`src/rtl/inst_memory_sync.sv`:
```
// Byte-addressed instruction memory with a registered one-cycle fetch, a sequential
// program-load port, stall hold, selectable endianness and fetch fault reporting.
module inst_memory_sync #(
    parameter int unsigned DEPTH_BYTES = 256,
    parameter int unsigned WORD_BYTES  = 4,
    parameter bit          BIG_ENDIAN  = 1'b1,
    parameter bit          ALIGN_CHECK = 1'b1,
    parameter logic [8*WORD_BYTES-1:0] NOP_WORD = '0
) (
    input  logic                          clk,
    input  logic                          reset,
    input  logic                          fetch_req,
    input  logic [31:0]                   fetch_addr,
    input  logic                          stall,
    output logic [8*WORD_BYTES-1:0]       instruction,
    output logic                          inst_valid,
    output logic                          fetch_fault,
    output logic [1:0]                    fault_code,
    input  logic                          load_start,
    input  logic                          load_valid,
    input  logic [7:0]                    load_data,
    output logic [$clog2(DEPTH_BYTES):0]  load_ptr,
    output logic                          load_full
);

    localparam int unsigned IW = 8 * WORD_BYTES;
    localparam int unsigned AW = $clog2(DEPTH_BYTES);
    localparam int unsigned PW = AW + 1;

    localparam logic [1:0] CodeNone     = 2'b00;
    localparam logic [1:0] CodeMisalign = 2'b01;
    localparam logic [1:0] CodeRange    = 2'b10;

    logic [7:0] mem_q [DEPTH_BYTES] = '{default: 8'h00};

    logic [IW-1:0] instr_d, instr_q;
    logic          valid_d, valid_q;
    logic          fault_d, fault_q;
    logic [1:0]    code_d, code_q;
    logic [PW-1:0] ptr_d, ptr_q;
    logic          full_d, full_q;

    logic          mem_we;
    logic [IW-1:0] rd_word;
    logic [32:0]   end_addr;
    logic          range_fault;
    logic          misalign_fault;

    // Reads see mem_q before this edge's write, giving read-before-write on overlap.
    always_comb begin
        rd_word = '0;
        for (int i = 0; i < int'(WORD_BYTES); i++) begin
            if (BIG_ENDIAN) begin
                rd_word[IW-8-8*i +: 8] = mem_q[fetch_addr[AW-1:0] + AW'(i)];
            end else begin
                rd_word[8*i +: 8] = mem_q[fetch_addr[AW-1:0] + AW'(i)];
            end
        end
    end

    // 33-bit sum so addresses near 2^32 cannot wrap back into range.
    always_comb begin
        end_addr       = {1'b0, fetch_addr} + 33'(WORD_BYTES);
        range_fault    = end_addr > 33'(DEPTH_BYTES);
        misalign_fault = ALIGN_CHECK && ((fetch_addr % 32'(WORD_BYTES)) != 32'd0);
    end

    always_comb begin
        instr_d = instr_q;
        valid_d = valid_q;
        fault_d = fault_q;
        code_d  = code_q;
        if (!stall) begin
            valid_d = fetch_req;
            if (fetch_req) begin
                if (range_fault) begin
                    instr_d = NOP_WORD;
                    fault_d = 1'b1;
                    code_d  = CodeRange;
                end else if (misalign_fault) begin
                    instr_d = NOP_WORD;
                    fault_d = 1'b1;
                    code_d  = CodeMisalign;
                end else begin
                    instr_d = rd_word;
                    fault_d = 1'b0;
                    code_d  = CodeNone;
                end
            end else begin
                fault_d = 1'b0;
                code_d  = CodeNone;
            end
        end
    end

    always_comb begin
        ptr_d  = ptr_q;
        full_d = full_q;
        mem_we = 1'b0;
        if (load_start) begin
            ptr_d  = '0;
            full_d = 1'b0;
        end else if (load_valid && !full_q) begin
            mem_we = 1'b1;
            ptr_d  = ptr_q + PW'(1);
            if (ptr_q + PW'(1) == PW'(DEPTH_BYTES)) begin
                full_d = 1'b1;
            end
        end
    end

    always_ff @(posedge clk) begin
        if (reset) begin
            instr_q <= NOP_WORD;
            valid_q <= 1'b0;
            fault_q <= 1'b0;
            code_q  <= CodeNone;
            ptr_q   <= '0;
            full_q  <= 1'b0;
        end else begin
            instr_q <= instr_d;
            valid_q <= valid_d;
            fault_q <= fault_d;
            code_q  <= code_d;
            ptr_q   <= ptr_d;
            full_q  <= full_d;
        end
    end

    // Storage is not cleared by reset; only the write is suppressed during it.
    always_ff @(posedge clk) begin
        if (!reset && mem_we) begin
            mem_q[ptr_q[AW-1:0]] <= load_data;
        end
    end

    assign instruction = instr_q;
    assign inst_valid  = valid_q;
    assign fetch_fault = fault_q;
    assign fault_code  = code_q;
    assign load_ptr    = ptr_q;
    assign load_full   = full_q;

endmodule

```
`config.mk`:
```
export PLATFORM = sky130hd
export DESIGN_NAME = inst_memory_sync
export DESIGN_NICKNAME = d
export VERILOG_FILES = /design/src/rtl/inst_memory_sync.sv
export SDC_FILE = /design/constraint.sdc
export NUM_CORES = 2
export LEC_CHECK = 0
export ABC_AREA = 0
export CAP_MARGIN = 15
export CELL_PAD_IN_SITES_DETAIL_PLACEMENT = 1
export CELL_PAD_IN_SITES_GLOBAL_PLACEMENT = 1
export CORE_UTILIZATION = 45
export CTS_CLUSTER_DIAMETER = 60
export DETAILED_ROUTE_END_ITERATION = 12
export PLACE_DENSITY_LB_ADDON = 0.1
export SLEW_MARGIN = 20
export SYNTH_ARGS = -nofsm -noshare
export SYNTH_HDL_FRONTEND = slang
export SYNTH_SLANG_ARGS = --single-unit
export TNS_END_PERCENT = 100
```
`constraint.sdc`:
```
create_clock -name clk -period 8.2 [get_ports clk]
set_input_delay 1.64 -clock clk [delete_from_list [all_inputs] [get_ports clk]]
set_output_delay 1.64 -clock clk [all_outputs]
set_load 0.02 [all_outputs]
```
# [After elaboration in Yosys (flattened, before gate mapping)]
# Memory sizes are Yosys's and may differ from the RTL's.
# Index checks and enable logic that the tools add are counted.
[totals] output_inout_bits=46 mem_count=1 ff_bits=46 in_bits=46 ram_bits=2048
[op_classes] muxes=12 n_addsub=5 reduce_logical=8 bitwise=1 n_lt_le_gt_ge=1 eq_ne=1
[memory_table] memory="mem_q" words=256 word_bits=8 read_ports=4 rd_clocked_by_memory_dff=0 write_ports=1 line_no="34" source="logic [7:0] mem_q [DEPTH_BYTES] = '{default: 8'h00};"
[op_table] cell="$mux W32" n=2
[op_table] cell="$add A32 B3 Y33 const B" n=1
[op_table] cell="$gt A33 B9 Y1 const B" n=1
[op_table] cell="$reduce_bool A32 Y1" n=1
[op_table] cell="$add A8 B2 Y8 const B" n=2
[op_table] cell="$add A9 B1 Y9 const B" n=1
[op_table] cell="$eq A9 B9 Y1 const B" n=1
[op_table] cell="$add A8 B1 Y8 const B" n=1
[op_table] cell="$mux W1" n=8
[op_table] cell="$mux W2" n=2
[op_table] cell="$reduce_and A2 Y1" n=2
[op_table] cell="$logic_and A1 B1 Y1" n=2
[op_table] cell="$logic_not A1 Y1" n=2
[op_table] cell="$reduce_or A2 Y1" n=1
[op_table] cell="$not A1 Y1" n=1

# [Longest topological paths before layout]
[logic_depth] ltp_word=7 depth_mapped=20 depth_no_buf=10

# [Least setup slack after synthesis]
# Ideal clock, no wire load.
[synth_path] kind="input to register" from="input fetch_addr[1]" to="register instr_q[2], in the netlist instruction[2]" required_time_ns=8.071 t_arrival_ns=5.725 cell_stages=18 path_slack_ns=2.346 path_buffers=10 cell_sequence="buf_2 inv_2 buf_2 buf_2 clkbuf_1 clkbuf_1 ha_1 buf_2 buf_4 buf_2 buf_2 buf_1 mux4_2 mux4_2 a22oi_1 nand3_1 nand4_1 o21ai_0"
[synth_via] elab_chain_len=4 word_cells_on_any_way=7 classes_between="2 x add/sub; 1 x order compare; 2 x mux; 1 x reduce/logical; 1 x memory"
[synth_lines] item="start: declaration" line_no="13" source="input logic [31:0] fetch_addr,"
[synth_lines] item="branches (longest 3 deep; another with $add A32 B3 Y33)"
[synth_lines] item="$mux W32 *" line_no="76" source="if (range_fault) begin"
[synth_lines] item="end signal: assignment" line_no="121" source="instr_q <= instr_d;"
[synth_lines] item="end: declaration" line_no="36" source="logic [IW-1:0] instr_d, instr_q;"
# Mark *: on every way between the ends.
# A chain may end at the register's enable or synchronous reset.

# [Worst setup path in the final report]
[layout_path] from="input fetch_addr[5]" to="register instr_q[0], in the netlist instruction[0]"
# The elaborated chain is that of the path after synthesis.

==> impl_results.md <==
* Status: complete, no violations
* Worst-path fanout max at 27
* Clk slew on worst S/H paths at around 0.06 ns
* CTS tree: done
* Post-DRT Antenna Nets at 0
* Io pins at around 90
* Sequential Area at between 0.06 and 0.07 mm²
* CP Class: primary input to flip-flop
* DR pass1 iterations at 6
* CTS Buf Count at roughly 270
* Final Max Slew Viols at 0
* Total negative setup slack at 0 ns
* Critical path startpoint category: primary input
* GP Congestion at just over 1
* PwrDens at roughly 200 mW/mm²
* 1st-iter DRT viols at about 15000
* Final cell count without fillers at between 10000 and 15000
* Max_slew headroom at 0.1174
* GR Overflow Total at 0
* FMAX at ~160 MHz
* Final min period at 6.327 ns
* Worst hold margin at about 0.47 ns
* Number of flops mapped to enable cells by yosys at just over 2000
* Top FF cell, synth: edfxtp_1
* Commonest non-fill, non-tap cells in the layout: 2124 x mux4_2, 2048 x edfxtp_1, 660 x nand2_1
* Launch point of the worst reg-to-reg path: load_ptr[4]$_SDFFE_PP0P_
* Drt drc at 0
* Largest net degree at the start of global routing at 203
* Fillers at between 20000 and 30000
* RSZ-0062 raised after global routing: false
* Final setup violation count at 0
* Hold_buf cts at 0
* Async set-or-reset flop fraction in the synthesized netlist at 0
* Worst Path Arrival at 7.17 ns
* Synthesized area at approximately 0.13 mm²
* CTS max path bufs at 4
* Placed cells at 11190
* First-pass GRT wire length at around 780000 µm
* Area grow syn2layout at 12.20%
* Via count at roughly 90000
* Routed WL per cell at between 40 and 50 µm
* Crit. End Element: flip-flop
* Final Skew at 0.05333 ns
* Clock sinks at 2094
* DPL Wire Length at around 390000 µm
* Antenna violations before repair at 43
* Multi-input combinational cell area at 0.06437 mm²
* Synth warn at 0
* R2r endpoint: mem_q[215][7]$_DFFE_PP_
* Hold Crit Start: inst_valid$_SDFFE_PP0N_
* Leading area contributor after synthesis: edfxtp_1
* Mapped Nets at roughly 7700
* Cell count after synthesis at around 7600
* Post-CTS Setup Repair Bufs at 0
* Final net count at roughly 7800
* Slew @ Worst Pin at approximately 1.3 ns
* CTS resizes at 0
* Setup slack, reg-to-reg at slightly below 4 ns
* VDD IR max at roughly 0.18 mV
* Number of global-route vias before repair at roughly 89000
* Synthesized flop and latch total at ~2100
* Leakage at 45.97 nW
* Drt total wl at ~580000 µm
* Req. time, crit path at between 9 and 10 ns
* Largest cells by area after synthesis: edfxtp_1 47%, mux4_2 37%, mux2i_1 2.9%, nand2_1 2.0%, buf_2 1.1%
* Initial core utilization at 0.4541
* Fin crit share at 0.7716
* Die width at roughly 540 µm
* Skew-Pair Late Insertion Delay at between 0.9 and 1 ns
* DR vias/cell at roughly 8
* Worst reg2reg path depth at 4
* CTS root buffer: clkbuf_16
* Seq/Total Area, Yosys at 0.4807
* Hold path cells at 2
* Synth top area share at 0.4736
* Post-synthesis average cell area at 17.02 µm²
* Port Buf Inserts at 91
* Die height at 539.2 µm
* Max-cap violations at 0
* Die area at 0.2907 mm²
* Worst Hold Class: flip-flop to flip-flop
* Commonest non-fill, non-tap cell in the layout: mux4_2
* Core box area at ~0.29 mm²
* Unique cell type count in the Yosys netlist at 81
* Number of core rows at between 150 and 200
* Final Hold Violating Endpoints at 0
* GRT Total Usage at 0.3944
* Share of layout cells above drive strength 1 at 0.4028
* Hold path endpoint: inst_valid$_SDFFE_PP0N_
* H-tree depth at 5
==> metal layers <==
layer  routed length (µm)  vias to the layer above  global-route usage
li1                     -                    33400                   -
met1               201600                    49900              0.5087
met2               254100                     7425              0.5744
met3                77030                     1546              0.1312
met4                43880                       20              0.2510
met5                  131                        -                   0
==> worst max path at each step <==
stage	from	to	slack [ns]	cells past startpoint
after global routing	fetch_addr[1]	instruction[22]$_SDFFE_PP0P_	2.13	11
after detailed placement	fetch_addr[1]	instruction[2]$_SDFFE_PP0P_	1.31	11
after floorplan	fetch_addr[1]	instruction[2]$_SDFFE_PP0P_	2.35	18
after global placement	fetch_addr[5]	instruction[0]$_SDFFE_PP0P_	0.98	10
final	fetch_addr[5]	instruction[0]$_SDFFE_PP0P_	1.87	10
after CTS	fetch_addr[1]	instruction[2]$_SDFFE_PP0P_	2.25	11
==> cells in the mapped netlist (7+ instances only) <==
cell	count
a21oi_1	89
a311oi_1	21
buf_2	294
and2_1	16
nand2_1	677
xor2_1	13
nand3b_1	7
buf_1	76
a221oi_1	23
o21a_1	8
nor3_1	97
a32o_1	7
o211ai_1	16
buf_6	7
nand4_1	76
o22ai_1	56
mux2_2	34
clkbuf_1	257
and3_1	31
a22oi_1	72
nand2b_1	11
a32oi_1	20
edfxtp_1	2048
a211oi_1	51
ha_1	9
nor2_1	391
a22o_1	14
mux2i_1	379
a2111oi_0	7
nand3_1	178
nor2b_1	15
inv_1	7
nor4_1	13
o21ai_0	88
a31oi_1	49
or3_1	15
xnor2_1	18
buf_4	112
mux4_2	2124
o221ai_1	21
dfxtp_1	46
o32ai_1	7
o31ai_1	11
o2111ai_1	30
==> critical path, cell delays in order <==
cell      delay, ns
buf_4          0.32
buf_4          0.78
nand4_1        1.00
o21a_1         0.54
o22ai_2        0.63
or3_1          0.44
o32ai_1        0.28
nor3_1         0.82
nand3b_1       0.34
o31ai_1        0.29
==> cells by family after synthesis <==
group / Yosys count / share of synthesized area
AO/OA/AOI/OAI: 645 / 0.03506
XOR/XNOR: 32 / 0.002216
flip-flops: 2094 / 0.4807
multiplexers: 2537 / 0.4005
buffers and inverters: 757 / 0.02836
AND/OR/NAND/NOR: 1555 / 0.05227
adder cells (fa/ha/maj): 9 / 0.0008672
==> report_power, final <==
part	switching (mW)	internal, mW	total (mW)	leakage (nW)
combinational	3.24	1.85	5.10	22.8
sequential	0.00254	11.7	11.7	18.8
clock	5.04	7.26	12.3	4.39
==> final cells by class <==
type,count,area share
Multi-Input combinational cell,4778,0.4418
Sequential cell,2094,0.4284
Clock buffer,338,0.05043
Timing Repair Buffer,550,0.03487
Tap cell,3762,0.03231
Clock inverter,152,0.01117
Antenna cell,36,0.0006183
Inverter,11,0.0004208
==> through the flow <==
| step | setup WS, ns | util | power, mW | instance area (µm²) |
|---|---|---|---|---|
| 2_1_floorplan | 2.346 | - | 14.78 | 129900 |
| 3_3_place_gp | 0.9849 | 0.4768 | 16.85 | 136300 |
| 3_5_place_dp | 1.308 | 0.4776 | 16.88 | 136600 |
| 4_1_cts | 2.249 | 0.5090 | 29.04 | 145500 |
| 5_1_grt | 2.132 | 0.5092 | 29.57 | 145600 |
| 6_report | 1.873 | 0.5095 | 29.14 | 145700 |
==> registers in the layout, indices dropped and copies added, names as in the netlist <==
register	count
fault_code	2
fetch_fault	1
inst_valid	1
instruction	32
load_full	1
load_ptr	9
mem_q	2048
Power figures use the tool's default switching activity.
